## src/rtl/dilithium_io_pkg.sv

```systemverilog
// Shared definitions for the Dilithium host I/O blocks (input framer and output adapter).
// Contents: mode encoding, legal security levels, operand word counts per level,
// and the input framer FSM state encoding.
package dilithium_io_pkg;

    localparam int IO_DATA_W = 64;

    typedef enum logic [1:0] {
        MODE_KEYGEN  = 2'd0,
        MODE_VERIFY  = 2'd1,
        MODE_SIGN    = 2'd2,
        MODE_ILLEGAL = 2'd3
    } mode_e;

    localparam logic [2:0] SEC_LVL2 = 3'd2;
    localparam logic [2:0] SEC_LVL3 = 3'd3;
    localparam logic [2:0] SEC_LVL5 = 3'd5;

    // Operand sizes in 64-bit words.
    localparam logic [31:0] SEED_W = 32'd4;

    typedef enum logic [2:0] {
        ST_IDLE  = 3'd0,
        ST_FIXED = 3'd1,
        ST_MLEN  = 3'd2,
        ST_MSG   = 3'd3,
        ST_DRAIN = 3'd4,
        ST_ERR   = 3'd5
    } framer_state_e;

    function automatic logic lvl_legal(input logic [2:0] lvl);
        return (lvl == SEC_LVL2) || (lvl == SEC_LVL3) || (lvl == SEC_LVL5);
    endfunction

    function automatic logic [31:0] pk_words(input logic [2:0] lvl);
        case (lvl)
            SEC_LVL2: return 32'd164;
            SEC_LVL3: return 32'd244;
            SEC_LVL5: return 32'd324;
            default:  return 32'd0;
        endcase
    endfunction

    function automatic logic [31:0] sk_words(input logic [2:0] lvl);
        case (lvl)
            SEC_LVL2: return 32'd316;
            SEC_LVL3: return 32'd500;
            SEC_LVL5: return 32'd608;
            default:  return 32'd0;
        endcase
    endfunction

    // The final signature word is zero-padded by the host.
    function automatic logic [31:0] sig_words(input logic [2:0] lvl);
        case (lvl)
            SEC_LVL2: return 32'd303;
            SEC_LVL3: return 32'd412;
            SEC_LVL5: return 32'd575;
            default:  return 32'd0;
        endcase
    endfunction

endpackage

```

## src/rtl/framer_skid_buf.sv

```systemverilog
// Small circular buffer of {last,data} entries between the framer and the core port.
// Both handshake outputs come straight from registers, so there is no combinational
// path from the host side to the core side.
// Ports:
//   clk, rst (sync active-low)  clock / reset; reset empties the buffer and clears storage
//   flush                       drop every buffered entry
//   in_valid/in_ready/in_data/in_last     write side
//   out_valid/out_ready/out_data/out_last read side; out_last is qualified by out_valid
module framer_skid_buf #(
    parameter int DATA_W = 64,
    parameter int DEPTH  = 2
) (
    input  logic              clk,
    input  logic              rst,
    input  logic              flush,
    input  logic              in_valid,
    output logic              in_ready,
    input  logic [DATA_W-1:0] in_data,
    input  logic              in_last,
    output logic              out_valid,
    input  logic              out_ready,
    output logic [DATA_W-1:0] out_data,
    output logic              out_last
);

    localparam int PTR_W = (DEPTH > 1) ? $clog2(DEPTH) : 1;
    localparam int CNT_W = $clog2(DEPTH + 1);

    logic [DATA_W:0]  r_mem [DEPTH];
    logic [PTR_W-1:0] r_wr_ptr;
    logic [PTR_W-1:0] r_rd_ptr;
    logic [CNT_W-1:0] r_count;

    logic             w_push;
    logic             w_pop;
    logic [DATA_W:0]  w_head;

    function automatic logic [PTR_W-1:0] ptr_next(input logic [PTR_W-1:0] p);
        return (p == PTR_W'(DEPTH - 1)) ? '0 : p + 1'b1;
    endfunction

    assign in_ready  = (r_count != CNT_W'(DEPTH));
    assign out_valid = (r_count != '0);
    assign w_head    = r_mem[r_rd_ptr];
    assign out_data  = w_head[DATA_W-1:0];
    assign out_last  = out_valid & w_head[DATA_W];
    assign w_push    = in_valid & in_ready;
    assign w_pop     = out_valid & out_ready;

    always_ff @(posedge clk) begin
        if (!rst) begin
            r_wr_ptr <= '0;
            r_rd_ptr <= '0;
            r_count  <= '0;
            for (int i = 0; i < DEPTH; i++) begin
                r_mem[i] <= '0;
            end
        end else if (flush) begin
            r_wr_ptr <= '0;
            r_rd_ptr <= '0;
            r_count  <= '0;
        end else begin
            if (w_push) begin
                r_mem[r_wr_ptr] <= {in_last, in_data};
                r_wr_ptr        <= ptr_next(r_wr_ptr);
            end
            if (w_pop) begin
                r_rd_ptr <= ptr_next(r_rd_ptr);
            end
            case ({w_push, w_pop})
                2'b10:   r_count <= r_count + 1'b1;
                2'b01:   r_count <= r_count - 1'b1;
                default: r_count <= r_count;
            endcase
        end
    end

endmodule

```

## src/rtl/dilithium_input_framer.sv

```systemverilog
// Host ingress framer: checks the host word stream against the operand layout of the
// selected mode / security level and forwards it to the core with core_last on the
// final word of the frame.
// Ports:
//   clk, rst (sync active-low)
//   start, mode[1:0], sec_lvl[2:0]       frame request (accepted in IDLE/ERR only)
//   valid_i, ready_i, data_i[63:0]       host stream
//   core_valid, core_ready, core_data, core_last   core stream
//   busy, done, error                    status (done is a 1-cycle pulse, error is sticky)
//
// state    | meaning
// ---------+-------------------------------------------------------------
// ST_IDLE  | waiting for start
// ST_FIXED | fixed-size operands (seed, pk+sig or sk), cnt words left
// ST_MLEN  | expecting the message length word (bytes)
// ST_MSG   | message words, cnt words left
// ST_DRAIN | last word queued, waiting for the core to take it
// ST_ERR   | illegal request or mlen; error held until next start
module dilithium_input_framer
    import dilithium_io_pkg::*;
#(
    parameter int DATA_W     = IO_DATA_W,
    parameter int SKID_DEPTH = 2
) (
    input  logic              clk,
    input  logic              rst,
    input  logic              start,
    input  logic [1:0]        mode,
    input  logic [2:0]        sec_lvl,
    input  logic              valid_i,
    output logic              ready_i,
    input  logic [DATA_W-1:0] data_i,
    output logic              core_valid,
    input  logic              core_ready,
    output logic [DATA_W-1:0] core_data,
    output logic              core_last,
    output logic              busy,
    output logic              done,
    output logic              error
);

    framer_state_e r_state;
    mode_e         r_mode;
    logic [31:0]   r_cnt;
    logic          r_busy;
    logic          r_done;
    logic          r_error;

    logic          w_skid_in_ready;
    logic          w_accepting;
    logic          w_host_xfer;
    logic          w_push;
    logic          w_push_last;
    logic          w_flush;
    logic          w_start_ok;
    logic [31:0]   w_init_cnt;
    logic          w_mlen_bad;
    logic [32:0]   w_mlen_sum;
    logic [29:0]   w_mlen_words;
    logic          w_core_last_xfer;

    assign w_accepting = (r_state == ST_FIXED) || (r_state == ST_MLEN) || (r_state == ST_MSG);
    assign ready_i     = w_accepting & w_skid_in_ready;
    assign w_host_xfer = valid_i & ready_i;

    // mlen is a byte count; round up to whole words with a 33-bit sum so 2^32-1 doesn't wrap.
    assign w_mlen_bad   = |data_i[63:32];
    assign w_mlen_sum   = {1'b0, data_i[31:0]} + 33'd7;
    assign w_mlen_words = w_mlen_sum[32:3];

    // A bad mlen word is swallowed: it is not forwarded and anything queued is dropped.
    assign w_push  = w_host_xfer & ~((r_state == ST_MLEN) & w_mlen_bad);
    assign w_flush = w_host_xfer & (r_state == ST_MLEN) & w_mlen_bad;

    assign w_start_ok       = (mode != MODE_ILLEGAL) && lvl_legal(sec_lvl);
    assign w_core_last_xfer = core_valid & core_ready & core_last;

    always_comb begin
        w_init_cnt = 32'd0;
        case (mode_e'(mode))
            MODE_KEYGEN: w_init_cnt = SEED_W;
            MODE_VERIFY: w_init_cnt = pk_words(sec_lvl) + sig_words(sec_lvl);
            MODE_SIGN:   w_init_cnt = sk_words(sec_lvl);
            default:     w_init_cnt = 32'd0;
        endcase
    end

    always_comb begin
        w_push_last = 1'b0;
        case (r_state)
            ST_FIXED: w_push_last = (r_cnt == 32'd1) && (r_mode == MODE_KEYGEN);
            ST_MLEN:  w_push_last = (w_mlen_words == '0);
            ST_MSG:   w_push_last = (r_cnt == 32'd1);
            default:  w_push_last = 1'b0;
        endcase
    end

    // sec_lvl is only needed to size the fixed section, so it is consumed into r_cnt at start.
    always_ff @(posedge clk) begin
        if (!rst) begin
            r_state <= ST_IDLE;
            r_mode  <= MODE_KEYGEN;
            r_cnt   <= 32'd0;
            r_busy  <= 1'b0;
            r_done  <= 1'b0;
            r_error <= 1'b0;
        end else begin
            r_done <= 1'b0;
            case (r_state)
                ST_IDLE, ST_ERR: begin
                    if (start) begin
                        r_mode <= mode_e'(mode);
                        if (w_start_ok) begin
                            r_state <= ST_FIXED;
                            r_cnt   <= w_init_cnt;
                            r_busy  <= 1'b1;
                            r_error <= 1'b0;
                        end else begin
                            r_state <= ST_ERR;
                            r_cnt   <= 32'd0;
                            r_busy  <= 1'b0;
                            r_error <= 1'b1;
                        end
                    end
                end
                ST_FIXED: begin
                    if (w_host_xfer) begin
                        r_cnt <= r_cnt - 32'd1;
                        if (r_cnt == 32'd1) begin
                            r_state <= (r_mode == MODE_KEYGEN) ? ST_DRAIN : ST_MLEN;
                        end
                    end
                end
                ST_MLEN: begin
                    if (w_host_xfer) begin
                        if (w_mlen_bad) begin
                            r_state <= ST_ERR;
                            r_busy  <= 1'b0;
                            r_error <= 1'b1;
                        end else begin
                            r_cnt   <= {2'b00, w_mlen_words};
                            r_state <= (w_mlen_words == '0) ? ST_DRAIN : ST_MSG;
                        end
                    end
                end
                ST_MSG: begin
                    if (w_host_xfer) begin
                        r_cnt <= r_cnt - 32'd1;
                        if (r_cnt == 32'd1) begin
                            r_state <= ST_DRAIN;
                        end
                    end
                end
                ST_DRAIN: begin
                    // The last word is the final buffer entry, so its acceptance also empties the buffer.
                    if (w_core_last_xfer) begin
                        r_state <= ST_IDLE;
                        r_cnt   <= 32'd0;
                        r_busy  <= 1'b0;
                        r_done  <= 1'b1;
                    end
                end
                default: begin
                    r_state <= ST_IDLE;
                end
            endcase
        end
    end

    assign busy  = r_busy;
    assign done  = r_done;
    assign error = r_error;

    framer_skid_buf #(
        .DATA_W (DATA_W),
        .DEPTH  (SKID_DEPTH)
    ) u_skid (
        .clk       (clk),
        .rst       (rst),
        .flush     (w_flush),
        .in_valid  (w_push),
        .in_ready  (w_skid_in_ready),
        .in_data   (data_i),
        .in_last   (w_push_last),
        .out_valid (core_valid),
        .out_ready (core_ready),
        .out_data  (core_data),
        .out_last  (core_last)
    );

endmodule

```

## config.mk

```make
export PLATFORM = sky130hd
export DESIGN_NAME = dilithium_input_framer
export DESIGN_NICKNAME = d
export VERILOG_FILES = /design/src/rtl/dilithium_io_pkg.sv /design/src/rtl/framer_skid_buf.sv /design/src/rtl/dilithium_input_framer.sv
export SDC_FILE = /design/constraint.sdc
export NUM_CORES = 1
export LEC_CHECK = 0
export BUFFER_PORTS_ARGS = -buffer_cell sky130_fd_sc_hd__buf_2
export CORE_AREA = 2 2 127 129
export DETAILED_ROUTE_END_ITERATION = 10
export DIE_AREA = 0 0 129 131
export HOLD_SLACK_MARGIN = 0.08
export PLACE_DENSITY = 0.88
export SKIP_CTS_REPAIR_TIMING = 1
export SLEW_MARGIN = 25
export SYNTH_ARGS = -nofsm -noshare
export SYNTH_HDL_FRONTEND = slang
export SYNTH_SLANG_ARGS = --single-unit
```

## constraint.sdc

```tcl
create_clock -name clk -period 21 [get_ports clk]
set_clock_uncertainty 0.05 [all_clocks]
set_input_delay 4.2 -clock clk [delete_from_list [all_inputs] [get_ports clk]]
set_output_delay 4.2 -clock clk [all_outputs]
set_load 0.02 [all_outputs]
```

# After elaboration in Yosys (flattened, before gate mapping)
# Memories as Yosys holds them, arrays and structs flattened. A register that Yosys moved wholly into a read port is not among the register bits.
# Index checks and enable logic that the tools add are counted.
# totals
input_bits	74
memories	1
regBits	44
elab_cells	131
output_inout_bits	70
mem_bits_rw	130
# classes
reduce_logical	26
muxes	51
addsub	7
bitwise	12
n_eq_ne	25
# memory_table
name	depth	width	read_ports	rd_clocked_by_memory_dff	wr	line	rtl
u_skid.r_mem	2	65	1	1	2	framer_skid_buf.sv:29	logic [DATA_W:0] r_mem [DEPTH];
# op_table
operator	n
two-way mux 32 bit	8
one-hot mux 32 bit (4 select lines)	1
one-hot mux 32 bit (3 select lines)	1
two-way mux 65 bit	1
OR reduction 65 bit	1
one-hot mux 10 bit (3 select lines)	2
adder 32 x 3 -> 33 bit (second input constant)	1
two-way mux 3 bit	11
adder 32 bit	1
== test 32 x 1 -> 1 bit (second input constant)	1
OR reduction 32 bit	1
subtractor 32 x 1 -> 32 bit (second input constant)	1
logical NOT 30 bit	1
one-hot mux 9 bit (3 select lines)	1
two-way mux 1 bit	21
inequality test 2 bit (second input constant)	9
one-hot mux 3 bit (5 select lines)	1
== test 3 x 2 -> 1 bit (second input constant)	4
bitwise AND 1 bit	10
== test 3 bit (second input constant)	3
AND reduction 7 bit	1
inequality test 2 x 1 -> 1 bit (second input constant)	3
one-hot mux 1 bit (3 select lines)	2
AND reduction 6 bit	1
other kinds (20)	34

# Logic depth before layout (Yosys ltp)
# depth
ltp_word	13
depth_mapped	10
depth_no_buf	10

# By module
# From an unflattened synthesis, not the netlist that was laid out.
# unflattened
cells_unflattened	906
area_unflattened_um2	9756.9
# by_module_without_submodules
module	cells_per_inst	n_inst	area_each_um2	seq_area_each_um2
framer_skid_buf	378	1	5895.7	4003.8
dilithium_input_framer	528	1	3861.2	800.8

# Worst setup path after synthesis
# OpenSTA, ideal clock, no wires.
# synth_timing
path_type	input-to-reg
from	input data_i[56]
to	memory u_skid.r_mem[1][0] (netlist bit) (enable)
path_buffers	0
stages	5
setup_time_ns	0.578
t_arrival_ns	9.691
path_slack_ns	10.681
path_cell_list	nor4_1 nand4_1 nor2_1 o21ai_1 o21ai_0
# synth_rtl
element	line	rtl
from (decl)	dilithium_input_framer.sv:32	input logic [DATA_W-1:0] data_i,
to (decl)	framer_skid_buf.sv:29	

==> impl_results.md <==
* Status: finished clean
* Hold Startpoint: r_cnt[31]
* Die Area at 16900 um^2
* DRC at 0
* WL final at 23.59 mm
* Setup TNS at 0 ns
* Num ports at 144
* Setup slack at placement at 13.81 ns
* Avg Cell Area, Syn at 10.47 um^2
* Ranking of synthesized cells by area: edfxtp_1 41%, dfxtp_1 9.5%, and2_1 9.1%
* Final Hold Viols at 0
* Max Cap Violations at 0
* Adder-cell share of the synthesized area at 0.9256%
* Global route total overflow at 0
* Final Setup Violations at 0
* VDD IR-drop max at 0.06887 mV
* Clk buf depth at 2
* Mux contribution to synthesized area at 8.158%
* CTS Sinks at 175
* N_diodes at 0
* Inserted Clock Buffers at 17
* Initial Util at 60.67%
* Total vias in the final route at 7660
* Least-Margin Pin Slew at a little over 1 ns
* Share of layout cells above drive strength 1 at 25.63%
* Xor and xnor area share after synthesis at 3.795%
* Gpl congestion at around 0.92
* Endpoint class of the critical path: flip-flop
* CP startpoint kind: input pin
* Hold Path End: r_cnt[31]
* ANT nets after route at 0
* Flop2flop setup slack at 17.44 ns
* Final net count at 1106
* Max Slew Vio Count at 0
* Min-Delay Path Depth at 2
* Slew margin rel. at between 30% and 40%
* Yosys warning count at 0
* Insertion delay to the later sink of the worst-skew pair at 0.44 ns
* Share of the synthesized area in the top cell type at 41.25%
* Synthesis-to-finish area growth at 16.41%
* Flops & latches, synth at 175
* Ys async rst share at 0%
* Reg2reg path depth at 7
* Sequential-to-total area share from yosys stat at 50.77%
* Post-synth EDFFs at 130
* Initial antenna violation count at 0
* Area leader, netlist: edfxtp_1
* CP required at 21.01 ns
* Post-synth net total at 985
* Synth Flop Type: edfxtp_1
* Cells after Synth at 904
* Worst-path clk slew at 0.07 ns
* Port bufs at 143
* Core Footprint at 15600 um^2
* CP Data Arrival Time at 6.88 ns
* All-layer global routing usage at 27.65%
* Largest net degree at the start of global routing at 66
* Largest family of logic cells by synthesized area: simple AND/OR/NAND/NOR gates
* Drt via density at between 6 and 7
* Placement-stage cell area at 10400 um^2
* CP Max Fanout at 65
* Pleak at 4.265 nW
* WL per Instance at 18.81 um
* Hold Crit Class: reg2reg
* F_max at ~150 MHz
* H-Tree Depth at 4
* First-pass GRT wire length at roughly 36 mm
* Tcrit/Tclk final at 32.70%
* Mapped cell area at 9463 um^2
* Simple-Gate Fraction of Synth Area at 22.02%
* CTS tree: built
* PwrDens at approximately 110 nW/um^2
* Design Area, Final at 11020 um^2
* Reg2reg end: r_cnt[8]
* Rows at 46
* Vias in the first global route at 7151
* Synth Area in Compound Gates at 11.90%
* Initial drt markers at 862
* Most frequent cells in the layout: 143 x buf_2, 137 x and2_1, 130 x edfxtp_1
* Drt pass-1 iters at 5
* Final worst slack at 14.13 ns
* Die W at between 100 and 150 um
* Commonest non-fill, non-tap cell in the layout: buf_2
* Fin crit period at just under 7 ns
* Dpl hpwl at approximately 15 mm
* Post-synth cell types at 69
* Die Span Y at 131 um
* Unrepaired setup endpoints after global routing: no
* Worst Path Class, Setup: in2reg
* Root Buffer: clkbuf_16
-- metal layers --
layer,part of all wire [%],up-vias,global-route usage (%)
li1,-,3583,-
met1,41,3652,35.36
met2,48,374,47.03
met3,8.3,51,5.497
met4,2.7,0,10.17
met5,0,-,0
-- worst max-delay path by stage --
stage | startpoint | depth (start not counted) | slack (ns) | end
finish | data_i[33] | 7 | 14.13 | u_skid.r_mem[0][21]
detailed placement | data_i[33] | 7 | 13.81 | u_skid.r_mem[0][35]
global placement | data_i[38] | 7 | 13.79 | u_skid.r_mem[1][35]
floorplan | data_i[56] | 5 | 10.68 | u_skid.r_mem[1][0]
global route | data_i[37] | 7 | 14.02 | u_skid.r_mem[1][25]
CTS | data_i[37] | 7 | 14.21 | u_skid.r_mem[0][21]
-- critical path, cell delays in order --
cell	delay [ns]
buf_2	0.11
nor4_1	0.39
nand4_1	0.25
nor2_1	0.51
o21ai_1	0.44
o21ai_4	0.23
buf_4	0.71
-- cell type report --
type                       count  area [um^2]
fill                        1074         4582
tap                          216        270.3
multi-input combinational    670         4463
clock inverter                15        190.2
sequential                   175         4806
inverter                       8        30.03
timing repair buffer         153        830.8
clock buffer                  17        425.4
-- registers in the layout, indices dropped and copies added, names as in the netlist, named ones only --
signal	count
u_skid.r_wr_ptr	1
r_state	3
r_mode	2
u_skid.r_rd_ptr	1
error	1
r_cnt	32
done	1
u_skid.r_count	2
busy	1
u_skid.r_mem	130
-- kinds of logic after synthesis --
kind of cell             count (synthesis)
adder cells (fa/ha/maj)                  7
XOR/XNOR                                41
AND/OR/NAND/NOR                        381
multiplexers                            69
buffers and inverters                   59
flip-flops                             175
AO/OA/AOI/OAI                          172
-- power breakdown --
group          total (mW)  leakage, nW  switching (mW)  internal, mW
registers           0.443         1.72          0.0290         0.414
clock network       0.322        0.302           0.150         0.172
logic               0.399         2.25           0.250         0.148
-- per-stage QoR --
step	hold slack, ns	cells	util [%]	power (mW)
floorplan	0.3981	904	-	0.7344
detailed placement	0.4245	1222	66.68	0.8364
global route	0.4716	1254	70.62	1.215
CTS	0.4378	1254	70.62	1.159
global placement	0.4130	1220	66.32	0.8265
finish	0.4381	1254	70.62	1.164
-- cells in the mapped netlist, types with 3 or more instances --
cell and instances:
a211oi_1 5, nor3_1 27, mux2i_1 4, dfxtp_1 45
nor4_1 21, o211ai_1 3, nand2b_1 10, a21oi_1 47
xnor2_1 26, and3_1 5, buf_2 4, nand2_1 49
o31ai_1 6, or3_1 9, and4_1 4, nand3_1 24
or4_1 3, a22oi_1 6, nand4_1 8, clkbuf_1 44
inv_1 7, o22ai_1 9, ha_1 7, a32o_1 4
mux2_2 65, xor2_1 15, and2_1 137, a31oi_1 7
o21a_1 3, nor2_1 66, edfxtp_1 130, nor2b_1 6
o21ai_0 44, o221ai_1 3, o32ai_1 5
Note: power is estimated with default switching activity, not from simulation.
